==> src/rtl/pipeline_ctrl_pkg.sv <==
// Shared definitions for the pipeline stall/flush controller and its helpers.
//   state_t        : controller state encoding (RUN, MEM_WAIT, HALTED, FAULT)
//   COUNT_BITS_DEF : default width of the debug stall-cycle counter
//   ZERO_REG       : index of the hard-wired zero register (never a real dependency)
package pipeline_ctrl_pkg;

  typedef enum logic [1:0] {
    ST_RUN      = 2'd0,
    ST_MEM_WAIT = 2'd1,
    ST_HALTED   = 2'd2,
    ST_FAULT    = 2'd3
  } state_t;

  localparam int COUNT_BITS_DEF = 16;
  localparam int ZERO_REG       = 0;

endpackage

==> src/rtl/load_use_detect.sv <==
// Combinational load-use hazard compare between the instruction in ID and a
// load in EX. Shared with the forwarding unit.
//   rs1, rs2           : ID source register indices
//   uses_rs1, uses_rs2 : the source is actually read
//   rd, mem_read       : EX destination index, EX instruction is a load
//   lu                 : ID must wait one cycle for the load result
module load_use_detect
  import pipeline_ctrl_pkg::*;
#(
  parameter int RegAddrBits = 5
) (
  input  logic [RegAddrBits-1:0] rs1,
  input  logic [RegAddrBits-1:0] rs2,
  input  logic                   uses_rs1,
  input  logic                   uses_rs2,
  input  logic [RegAddrBits-1:0] rd,
  input  logic                   mem_read,
  output logic                   lu
);

  // Writes to the zero register are discarded, so they never create a hazard.
  logic rd_live;
  assign rd_live = (rd != RegAddrBits'(ZERO_REG));

  assign lu = mem_read & rd_live &
              ((uses_rs1 & (rs1 == rd)) | (uses_rs2 & (rs2 == rd)));

endmodule

==> src/rtl/pipeline_stall_controller.sv <==
// Central stall/flush sequencer for the 5-stage pipeline.
// Resolves, in priority order, data-memory waits, halt, taken branches and
// load-use hazards; drives register enables and bubble controls combinationally.
//   Clock, Reset (async low), Tick (global advance qualifier)
//   ID_*/EX_*/MEM_* : hazard sources; Halt/Resume : debug halt control
//   *_En, *_Flush   : pipeline register enables and bubble loads
//   State, MemTimeoutErr, StallCount : status / debug
module pipeline_stall_controller
  import pipeline_ctrl_pkg::*;
#(
  parameter int RegAddrBits = 5,
  parameter int MemTimeout  = 255,
  parameter int CountBits   = COUNT_BITS_DEF
) (
  input  logic                   Clock,
  input  logic                   Reset,
  input  logic                   Tick,
  input  logic [RegAddrBits-1:0] ID_Rs1,
  input  logic [RegAddrBits-1:0] ID_Rs2,
  input  logic                   ID_UsesRs1,
  input  logic                   ID_UsesRs2,
  input  logic [RegAddrBits-1:0] EX_Rd,
  input  logic                   EX_MemRead,
  input  logic                   EX_BranchTaken,
  input  logic                   MEM_Req,
  input  logic                   MEM_Ready,
  input  logic                   Halt,
  input  logic                   Resume,
  output logic                   PC_En,
  output logic                   IF_ID_En,
  output logic                   ID_EX_En,
  output logic                   EX_MEM_En,
  output logic                   MEM_WB_En,
  output logic                   IF_ID_Flush,
  output logic                   ID_EX_Flush,
  output logic [1:0]             State,
  output logic                   MemTimeoutErr,
  output logic [CountBits-1:0]   StallCount
);

  state_t         state, state_nxt;
  logic [15:0]    wait_cnt, wait_nxt;
  logic [CountBits-1:0] stall_cnt;

  logic lu, ms, timeout_hit, count_en;
  // en order: {PC, IF/ID, ID/EX, EX/MEM, MEM/WB}
  logic [4:0] run_en, en;
  logic       run_fl_ifid, run_fl_idex, fl_ifid, fl_idex;

  load_use_detect #(.RegAddrBits(RegAddrBits)) u_lu (
    .rs1      (ID_Rs1),
    .rs2      (ID_Rs2),
    .uses_rs1 (ID_UsesRs1),
    .uses_rs2 (ID_UsesRs2),
    .rd       (EX_Rd),
    .mem_read (EX_MemRead),
    .lu       (lu)
  );

  assign ms = MEM_Req & ~MEM_Ready;

  // The RUN entry cycle counts as wait cycle 1, so the counter (cleared on
  // entry) trails the elapsed wait by one: fault on the Tick where the
  // incremented count reaches MemTimeout-1.
  assign timeout_hit = ({1'b0, wait_cnt} + 17'd2) >= 17'(MemTimeout);

  // Branch/load-use decode shared by RUN and the MEM_WAIT completion cycle.
  always_comb begin
    run_en      = 5'b11111;
    run_fl_ifid = 1'b0;
    run_fl_idex = 1'b0;
    if (EX_BranchTaken) begin
      run_fl_ifid = 1'b1;
      run_fl_idex = 1'b1;
    end else if (lu) begin
      run_en      = 5'b00111;
      run_fl_idex = 1'b1;
    end
  end

  always_comb begin
    state_nxt = state;
    wait_nxt  = wait_cnt;
    en        = 5'b00000;
    fl_ifid   = 1'b0;
    fl_idex   = 1'b0;
    unique case (state)
      ST_RUN: begin
        if (ms) begin
          state_nxt = ST_MEM_WAIT;
          wait_nxt  = '0;
        end else if (Halt) begin
          state_nxt = ST_HALTED;
        end else begin
          en      = run_en;
          fl_ifid = run_fl_ifid;
          fl_idex = run_fl_idex;
        end
      end
      ST_MEM_WAIT: begin
        if (!MEM_Ready) begin
          wait_nxt = wait_cnt + 16'd1;
          if (timeout_hit) state_nxt = ST_FAULT;
        end else begin
          // Halt is deliberately ignored on the completion cycle.
          en        = run_en;
          fl_ifid   = run_fl_ifid;
          fl_idex   = run_fl_idex;
          state_nxt = ST_RUN;
        end
      end
      ST_HALTED: if (Resume) state_nxt = ST_RUN;
      ST_FAULT:  ;
      default:   state_nxt = ST_RUN;
    endcase
    if (!(Tick && Reset)) begin
      en      = 5'b00000;
      fl_ifid = 1'b0;
      fl_idex = 1'b0;
    end
  end

  assign {PC_En, IF_ID_En, ID_EX_En, EX_MEM_En, MEM_WB_En} = en;
  assign IF_ID_Flush   = fl_ifid;
  assign ID_EX_Flush   = fl_idex;
  assign State         = state;
  assign MemTimeoutErr = (state == ST_FAULT);
  assign StallCount    = stall_cnt;

  assign count_en = ((state == ST_RUN) || (state == ST_MEM_WAIT)) &&
                    !PC_En && (stall_cnt != '1);

  always_ff @(posedge Clock or negedge Reset) begin
    if (!Reset) begin
      state     <= ST_RUN;
      wait_cnt  <= '0;
      stall_cnt <= '0;
    end else if (Tick) begin
      state    <= state_nxt;
      wait_cnt <= wait_nxt;
      if (count_en) stall_cnt <= stall_cnt + 1'b1;
    end
  end

endmodule

==> config.mk <==
export PLATFORM = sky130hd
export DESIGN_NAME = pipeline_stall_controller
export DESIGN_NICKNAME = d
export VERILOG_FILES = /design/src/rtl/pipeline_ctrl_pkg.sv /design/src/rtl/load_use_detect.sv /design/src/rtl/pipeline_stall_controller.sv
export SDC_FILE = /design/constraint.sdc
export NUM_CORES = 1
export LEC_CHECK = 0
export BUFFER_PORTS_ARGS = -buffer_cell sky130_fd_sc_hd__clkbuf_2
export CAP_MARGIN = 10
export CORE_MARGIN = 8
export CORE_UTILIZATION = 45
export CTS_BUF_LIST = sky130_fd_sc_hd__clkbuf_8
export DETAILED_ROUTE_END_ITERATION = 16
export HOLD_SLACK_MARGIN = 0.12
export MAX_ROUTING_LAYER = met4
export PLACE_DENSITY_LB_ADDON = 0.05
export SLEW_MARGIN = 20
export SYNTH_ARGS = -nofsm -noshare
export SYNTH_HDL_FRONTEND = slang
export SYNTH_SLANG_ARGS = --single-unit
==> constraint.sdc <==
create_clock -name Clock -period 4.89 [get_ports Clock]
set_input_delay 0.489 -clock Clock [delete_from_list [all_inputs] [get_ports Clock]]
set_output_delay 0.489 -clock Clock [all_outputs]
set_load 0.1 [all_outputs]
==> results of run 1 <==
## synth_stat cells, types with 4 or more instances
cell type                   n  area, um2
sky130_fd_sc_hd__ha_1       9      112.6
sky130_fd_sc_hd__nand3_1   12      60.06
sky130_fd_sc_hd__nor2_1    22      82.58
sky130_fd_sc_hd__dfrtp_1   34      850.8
sky130_fd_sc_hd__xor2_1    13      113.9
sky130_fd_sc_hd__mux2i_1    4      40.04
sky130_fd_sc_hd__xnor2_1   26      227.7
sky130_fd_sc_hd__nor3_1     4      20.02
sky130_fd_sc_hd__a21oi_1    5      25.02
sky130_fd_sc_hd__inv_1     11      41.29
sky130_fd_sc_hd__nand2_1   20      75.07
sky130_fd_sc_hd__o21ai_0    5      25.02
sky130_fd_sc_hd__nand4_1   18      112.6
sky130_fd_sc_hd__clkbuf_1   4      15.01
## cell families (layout without fill, tap and decap cells)
logic type / Yosys count / in the layout / synth area share
AOI/OAI and AO/OA: 27 / 27 / 0.08903
adders and majority gates: 9 / 9 / 0.05039
xor gates and xnor gates: 39 / 39 / 0.1529
DFF: 34 / 34 / 0.3807
buffers and inverters: 22 / 71 / 0.04703
and+or+nand+nor: 104 / 104 / 0.2520
muxes: 6 / 6 / 0.02800
## critical path, stage by stage (launching register included)
cell                       delay, ns
sky130_fd_sc_hd__dfrtp_1        0.41
sky130_fd_sc_hd__inv_1          0.11
sky130_fd_sc_hd__ha_1           0.27
sky130_fd_sc_hd__or3b_1         0.41
sky130_fd_sc_hd__a21o_1         0.23
sky130_fd_sc_hd__a31oi_4        0.20
sky130_fd_sc_hd__clkbuf_2       0.49
## metal layers
layer  global-route usage  share of wire  vias up
met5                    -              0        -
met4              0.02817         0.0071        0
met3              0.03875          0.038        4
met2               0.2153           0.45       47
met1               0.1883           0.50      882
li1                     -              -      943
## power breakdown
| part | internal, mW | leakage, nW | switching [mW] | total [mW] |
|---|---|---|---|---|
| Sequential | 0.323 | 0.461 | 0.0527 | 0.376 |
| Clock | 0.204 | 0.0683 | 0.112 | 0.316 |
| Combinational | 0.128 | 0.700 | 0.430 | 0.558 |
## how the worst max path moves through the flow
stage	to	slack (ns)	cells after the start
after global placement	IF_ID_En	2.34	6
final	IF_ID_En	1.98	6
after CTS	IF_ID_En	1.96	6
after detailed placement	IF_ID_En	2.28	6
after floorplan	ID_EX_Flush	1.31	5
after global routing	IF_ID_En	1.85	6
## sequential cells by signal, summed over array words and instances (netlist names)
register	cells
StallCount	16
wait_cnt	16
State	2
## final cells by class
class / instances / area (um2)
fill: 451 / 2100
multi-input combinational: 185 / 1279
sequential: 34 / 850.8
timing repair buffer: 52 / 262.8
tap: 67 / 83.83
clock buffer: 5 / 68.82
clock inverter: 3 / 68.82
inverter: 11 / 41.29
==> flow_summary.rst, run 1 <==
.. list-table::
   :header-rows: 1

   * - Metric
     - Value
   * - Sequential element share of the synthesized area
     - 0.3807
   * - VDD IR max
     - between 0.0005 and 0.0006 V
   * - Final standard cell utilization of the core
     - 0.5584
   * - CTS clk-pin slew, worst paths
     - approximately 0.080 ns
   * - Die span in x
     - slightly below 90 um
   * - Post-synth net total
     - approximately 280
   * - Area growth from synthesis to layout
     - 18.81%
   * - Number of global-route vias before repair
     - between 1500 and 2000
   * - Ant. Diodes
     - 0
   * - Antenna violations before repair
     - 0
   * - Total number of vias
     - between 1500 and 2000
   * - Syn Std Cell Area
     - about 2200 um2
   * - Summed negative setup slack over all endpoints
     - 0 ns
   * - Total setup violations reported at the end of the flow
     - 0
   * - Reg2reg path depth
     - 9
   * - Clock tree root driver cell
     - sky130_fd_sc_hd__clkbuf_8
   * - TritonCTS sink count
     - 34
   * - Critical path arrival
     - between 2 and 2.5 ns
   * - TritonCTS Buffers
     - 5
   * - Achievable frequency
     - 343.7 MHz
   * - Number of standard cells in the layout, taps in and fillers out
     - about 360
   * - CP max FO
     - 6
   * - Headroom to the max-slew limit
     - 0.4308
   * - Syn_area_per_cell
     - between 9 and 10 um2
   * - Count of flip-flops with a built-in enable after synthesis
     - 0
   * - Number of buffer cells added on primary ports
     - between 50 and 60
   * - DR WL/cell
     - between 10 and 15 um
   * - Clk buf depth
     - 2
   * - Cell area after placement
     - 2517 um2
   * - Initial DRC count
     - 53
   * - Share of cells above drive strength 1
     - 0.2379
   * - RSZ-0062 raised after global routing
     - no
   * - Outcome
     - completed
   * - FF-to-FF setup slack
     - between 2 and 2.5 ns
   * - Number of ports placed on the die boundary
     - between 50 and 60
   * - Number of instances resized during post-cts repair
     - 0
   * - Commonest cells after routing, fill and taps aside
     - sky130_fd_sc_hd__clkbuf_2 (51), sky130_fd_sc_hd__dfrtp_1 (34), sky130_fd_sc_hd__xnor2_1 (26), sky130_fd_sc_hd__nor2_1 (22), sky130_fd_sc_hd__nand2_1 (20)
   * - H-Tree Depth
     - 2
   * - Final worst slack
     - ~2.0 ns
   * - Maxcap violations
     - 0
   * - Vertical die dimension
     - a little under 90 um
   * - Post-DP HPWL
     - ~3700 um
   * - Kind of critical path
     - flip-flop to output pin
   * - Worst reg2reg startpoint
     - State[1]
   * - Most common cell after layout, fill and taps aside
     - sky130_fd_sc_hd__clkbuf_2
   * - Clk_skew
     - about 0.014 ns
   * - Weighted congestion reported at the end of routability-driven placement
     - a little over 0.8
   * - Total wire length
     - approximately 4900 um
   * - Worst flop-to-flop path endpoint
     - State[0]
   * - Wire length of the first global-routing pass
     - 8549 um
   * - Clock latency reported for the late side of the worst-skew pair
     - ~0.30 ns
   * - Number of rows created at floorplan
     - 25
   * - Hold Crit Class
     - input port to async pin
   * - DRC viols
     - 0
   * - Largest net degree at the start of global routing
     - 36
   * - Post-CTS repair timing setup buffer count
     - 0
   * - Slew at the pin closest to its max-slew limit
     - approximately 0.85 ns
   * - Area of the core
     - around 4800 um2
   * - Total power after layout
     - around 1.3 mW
   * - Category of the worst setup path launch point
     - flip-flop
   * - Full die area
     - approximately 7500 um2
   * - Number of iterations in the first detailed-routing pass
     - 4
   * - Post-route antenna net violation count
     - 0
   * - Total congestion overflow after global routing
     - 0
   * - Final worst path period need
     - between 2 and 3 ns
   * - Post-route fraction of the period consumed by the critical path
     - 0.5949
   * - Netlist cell types
     - a little over 50
   * - Worst-case hold slack
     - roughly 0.21 ns
   * - Final-stage net count
     - roughly 320
   * - TritonCTS clock tree
     - done
   * - Critical path data required time
     - approximately 4.4 ns
   * - Cell area after layout
     - 2655 um2
   * - Register bit count reported by yosys
     - 34
   * - Type of element capturing the critical path
     - output pin
   * - Gate Count Post-Synth
     - roughly 240
   * - Pins over their slew limit
     - 0
   * - Final hold violations
     - 0
   * - Starting density of the core
     - 0.4700
   * - Placed cell count
     - roughly 350
   * - GRT Util Overall
     - 0.1431
   * - DP Worst Slack
     - between 2 and 2.5 ns
   * - Total power density per cell area
     - roughly 470 nW/um2
   * - Critical Path Source
     - State[1]
   * - Static Leak
     - between 1 and 1.5 nW
   * - Fraction of registers with async set or reset after synthesis
     - 1.000
   * - Drt via density
     - roughly 5.3
   * - Main flop type after synthesis
     - sky130_fd_sc_hd__dfrtp_1
   * - Count of yosys warnings during synthesis
     - 0
   * - Post-cts hold buffer count
     - 0
(Power assumes the default switching activity.)
==> run 2, diff against run 1 <==
Settings changed: ABC_AREA set to 1.
Clock period 4.89 ns to 2.4 ns, I/O delays scaled along.
==> run 2 against run 1 <==
  * Power up 110%
  * Utilization rose by 2.0 points
  * Synthesized cell count rose by 73%
  * Non-clock buffer count rose by 9
  * Critical path depth grew 4
  * Critical endpoint is now ID_EX_Flush
  * Global-route usage increased by 3.1 points
  * Sequential cell count unchanged
==> flow_summary.rst, run 2 <==
.. list-table::
   :header-rows: 1

   * - Metric
     - Value
   * - Final hold violations
     - 0 (unchanged)
   * - TritonCTS sink count
     - 34 (unchanged)
   * - Post-route antenna net violation count
     - 0 (unchanged)
   * - Cell with the largest stage delay on the worst path
     - sky130_fd_sc_hd__dfrtp_4 (was sky130_fd_sc_hd__clkbuf_2)
   * - Slew at the pin closest to its max-slew limit
     - 0.5537 ns (was 0.8506 ns)
   * - Commonest cells after routing, fill and taps aside
     - sky130_fd_sc_hd__nand2_1 (120), sky130_fd_sc_hd__nor2_1 (52), sky130_fd_sc_hd__inv_1 (47), sky130_fd_sc_hd__clkbuf_2 (44), sky130_fd_sc_hd__dfrtp_1 (30) (was sky130_fd_sc_hd__clkbuf_2 (51), sky130_fd_sc_hd__dfrtp_1 (34), sky130_fd_sc_hd__xnor2_1 (26), sky130_fd_sc_hd__nor2_1 (22), sky130_fd_sc_hd__nand2_1 (20))
   * - Proportion of synthesized area in mux cells
     - 0 (was 0.02800)
   * - Combinational family with the most area after synthesis
     - simple AND/OR/NAND/NOR gates (unchanged)
   * - CP cell instances
     - inv_4, ha_4, nand2_4, or2_4, o21ai_4, nand2_4, nor2_8, nand2_8, o31ai_4, buf_12 (was inv_1, ha_1, or3b_1, a21o_1, a31oi_4, clkbuf_2)
   * - Clock tree root driver cell
     - sky130_fd_sc_hd__clkbuf_8 (unchanged)
   * - Fraction of registers with async set or reset after synthesis
     - 1.000 (unchanged)
   * - TritonCTS clock tree
     - done (unchanged)
   * - Number of buffer cells added on primary ports
     - 51 (unchanged)
   * - Largest net degree at the start of global routing
     - 35 (was 36)
   * - RSZ-0062 raised after global routing
     - yes (was no)
   * - Post-DP HPWL
     - 5566 um (was 3732 um)
   * - Static Leak
     - 1.695 nW (was 1.229 nW)
   * - Hold Crit Class
     - input port to flip-flop (was input port to async pin)
   * - Count of flip-flops with a built-in enable after synthesis
     - 0 (unchanged)
   * - Worst path buffer plus inverter count
     - 2 (unchanged)
   * - H-Tree Depth
     - 2 (unchanged)
   * - Number of iterations in the first detailed-routing pass
     - 4 (unchanged)
   * - Cell area after layout
     - 3447 um2 (was 2655 um2)
   * - Die span in x
     - 94.55 um (was 86.47 um)
   * - Sequential element share of the synthesized area
     - 0.3064 (was 0.3807)
   * - Post-Synth Adder-Cell Area
     - 0.04056 (was 0.05039)
   * - Clk_skew
     - 0.006861 ns (was 0.01433 ns)
   * - VDD IR max
     - 0.0007296 V (was 0.0005622 V)
   * - Most instantiated cells after synthesis
     - sky130_fd_sc_hd__nand2_1 (121), sky130_fd_sc_hd__nor2_1 (52), sky130_fd_sc_hd__inv_1 (50), sky130_fd_sc_hd__dfrtp_1 (34) (was sky130_fd_sc_hd__dfrtp_1 (34), sky130_fd_sc_hd__xnor2_1 (26), sky130_fd_sc_hd__nor2_1 (22), sky130_fd_sc_hd__nand2_1 (20), sky130_fd_sc_hd__nand4_1 (18))
   * - Achievable frequency
     - between 400 and 500 MHz
   * - GRT Util Overall
     - 0.1745 (was 0.1431)
   * - Area growth from synthesis to layout
     - 24.16% (was 18.81%)
   * - Clock latency reported for the late side of the worst-skew pair
     - 0.29 ns (was 0.30 ns)
   * - Cell type group with the largest total delay on the critical path
     - simple AND/OR/NAND/NOR gates (was buffers and inverters)
   * - Number of ports placed on the die boundary
     - 52 (unchanged)
   * - Total power after layout
     - 2.661 mW (was 1.250 mW)
   * - Most common cell after layout, fill and taps aside
     - sky130_fd_sc_hd__nand2_1 (was sky130_fd_sc_hd__clkbuf_2)
   * - Final worst path period need
     - roughly 2.3 ns
   * - Count of yosys warnings during synthesis
     - 0 (unchanged)
   * - Critical path data required time
     - 2.16 ns (was 4.40 ns)
   * - Placed cell count
     - 535 (was 349)
   * - Top cell type's share of synthesized area
     - 0.3064 (was 0.3807)
   * - Kind of critical path
     - flip-flop to output pin (unchanged)
   * - TritonCTS Buffers
     - 5 (unchanged)
   * - Starting density of the core
     - 0.4662 (was 0.4700)
   * - Share of cells above drive strength 1
     - 0.2013 (was 0.2379)
   * - Total wire length
     - 7301 um (was 4902 um)
   * - Maxcap violations
     - 0 (unchanged)
   * - Number of global-route vias before repair
     - 2659 (was 1893)
   * - Top cells by area, synth
     - sky130_fd_sc_hd__dfrtp_1 (31%), sky130_fd_sc_hd__nand2_1 (16%), sky130_fd_sc_hd__nor2_1 (7.0%) (was sky130_fd_sc_hd__dfrtp_1 (38%), sky130_fd_sc_hd__xnor2_1 (10%), sky130_fd_sc_hd__xor2_1 (5.1%))
   * - Register Area
     - 860.8 um2 (was 850.8 um2)
   * - Total power density per cell area
     - 772.0 nW/um2 (was 470.8 nW/um2)
   * - Vertical die dimension
     - 94.55 um (was 86.47 um)
   * - Simple-gate share of the synthesized area
     - 0.4123 (was 0.2520)
   * - Area of the core
     - 5956 um2 (was 4755 um2)
   * - Weighted congestion reported at the end of routability-driven placement
     - 0.8896 (was 0.8172)
   * - CP max FO
     - 6 (unchanged)
   * - Initial DRC count
     - 119 (was 53)
   * - Total area of multi-input combinational cells
     - 1755 um2 (was 1279 um2)
   * - Full die area
     - 8940 um2 (was 7477 um2)
   * - FF-to-FF setup slack
     - 0.26 ns (was 2.39 ns)
   * - Synthesized-area fraction occupied by xor and xnor cells
     - 0.05678 (was 0.1529)
   * - Category of the worst setup path launch point
     - flip-flop (unchanged)
   * - Gate Count Post-Synth
     - 416 (was 241)
   * - Post-route fraction of the period consumed by the critical path
     - 0.9718
   * - Headroom to the max-slew limit
     - 0.6324 (was 0.4308)
   * - Total setup violations reported at the end of the flow
     - 0 (unchanged)
   * - Syn Std Cell Area
     - 2776 um2 (was 2235 um2)
   * - Drt via density
     - 5.120 (was 5.255)
   * - Cell repeated most along the worst path
     - sky130_fd_sc_hd__nand2_4
   * - Register bit count reported by yosys
     - 34 (unchanged)
   * - DR WL/cell
     - 13.23 um (was 13.73 um)
   * - Final-stage net count
     - 511 (was 324)
   * - Wire length of the first global-routing pass
     - 12410 um (was 8549 um)
   * - Ant. Diodes
     - 0 (unchanged)
   * - Type of element capturing the critical path
     - output pin (unchanged)
   * - Yosys top cell by area
     - sky130_fd_sc_hd__dfrtp_1 (unchanged)
   * - Netlist cell types
     - 36 (was 51)
   * - Total number of vias
     - 2826 (was 1876)
   * - Filler Cells Inserted
     - 611 (was 451)
   * - Antenna violations before repair
     - 0 (unchanged)
   * - Syn_area_per_cell
     - 6.674 um2 (was 9.272 um2)
   * - Cell area after placement
     - 3241 um2 (was 2517 um2)
   * - Synthesized-area fraction occupied by ao, oa, aoi and oai cells
     - 0.08698 (was 0.08903)
   * - Clk buf depth
     - 2 (unchanged)
   * - CTS clk-pin slew, worst paths
     - 0.08 ns (about the same)
   * - Outcome
     - completed (unchanged)
   * - Main flop type after synthesis
     - sky130_fd_sc_hd__dfrtp_1 (unchanged)
   * - Pins over their slew limit
     - 0 (unchanged)
   * - DRC viols
     - 0 (unchanged)
   * - Delay of the slowest critical-path stage
     - 0.51 ns (was 0.49 ns)
   * - Total congestion overflow after global routing
     - 0 (unchanged)
   * - Post-synth net total
     - 451 (was 276)
   * - Library cell with the highest instance count after synthesis
     - sky130_fd_sc_hd__nand2_1 (was sky130_fd_sc_hd__dfrtp_1)
   * - Critical path arrival
     - 2.09 ns (was 2.42 ns)
   * - Number of standard cells in the layout, taps in and fillers out
     - 552 (was 357)
   * - Number of rows created at floorplan
     - 28 (was 25)
==> run 2: cell count changes after synthesis, sizes merged, moves of 10 or more <==
cell	previous run	this run
nand2	21	126
inv	11	52
nor2	24	55
xnor2	26	7
nand3	12	30
o21ai	6	18
a21oi	5	16
nand4	19	29
==> run 2: where the power goes <==
group / internal (mW) / switching, mW / total [mW]
clock network: 0.231 / 0.229 / 0.460
registers: 0.654 / 0.105 / 0.759
logic: 0.402 / 1.04 / 1.44
total: 1.29 / 1.37 / 2.66
==> run 2: worst register-to-register path, stage by stage, from the launching register on <==
cell	delay (ns)
sky130_fd_sc_hd__dfrtp_4	0.50
sky130_fd_sc_hd__inv_4	0.07
sky130_fd_sc_hd__ha_2	0.23
sky130_fd_sc_hd__nor2_1	0.08
sky130_fd_sc_hd__nor2_1	0.12
sky130_fd_sc_hd__nand2_1	0.13
sky130_fd_sc_hd__a21oi_4	0.23
sky130_fd_sc_hd__nand4_1	0.21
sky130_fd_sc_hd__nor2_4	0.19
sky130_fd_sc_hd__nand2_1	0.06
sky130_fd_sc_hd__o21ai_0	0.16
sky130_fd_sc_hd__nor2_1	0.05
==> run 2: area by class of cell <==
type / count / area share
clock buffers: 6 / 0.02396
clock inverters: 2 / 0.003630
inverters: 52 / 0.05917
multi-input cells: 322 / 0.5093
flip-flops and latches: 34 / 0.2497
well taps: 75 / 0.02722
repair buffers: 61 / 0.1270
==> run 2: path summary, 6_finish.rpt <==
kind / startpoint / to / depth (start not counted)
worst min register to register: StallCount[1] / StallCount[1] / 2
max in group asynchronous: Reset / State[0] / 3
worst max register to register: State[1] / wait_cnt[15] / 11
worst max-delay path: State[0] / ID_EX_Flush / 10
worst min-delay path: Tick / State[1] / 5
min in group asynchronous: Reset / StallCount[5] / 3
==> run 2: timing repair <==
item	CTS	global route
setup buffers	1	6
endpoints found under the setup margin	4	9
pin swaps	1	2
endpoints found under the hold margin	34	0
hold buffers	1	0
gates cloned	0	1
resized for setup	2	4
==> run 2: logic make-up after synthesis <==
group | count (synthesis)
AND/OR/NAND/NOR | 252
adder cells (fa/ha/maj) | 9
flip-flops | 34
AO/OA/AOI/OAI | 42
XOR/XNOR | 18
buffers and inverters | 61
==> run 2: through the flow <==
step,TNS [ns],utilization,setup slack [ns],hold WS [ns]
finish,0,0.5788,0.06777,0.3436
detailed placement,0,0.5441,0.1798,0.3879
global placement,0,0.5441,0.2298,0.3925
global route,-0.01603,0.5788,-0.01603,0.3621
CTS,0,0.5660,0.01884,0.3384
floorplan,-0.8915,-,-0.3200,-0.05559
==> run 2: routing by layer <==
metal	global-route usage	part of all wire
met5	-	0
met4	0.05722	0.019
met3	0.03571	0.051
met2	0.2972	0.49
met1	0.1998	0.44
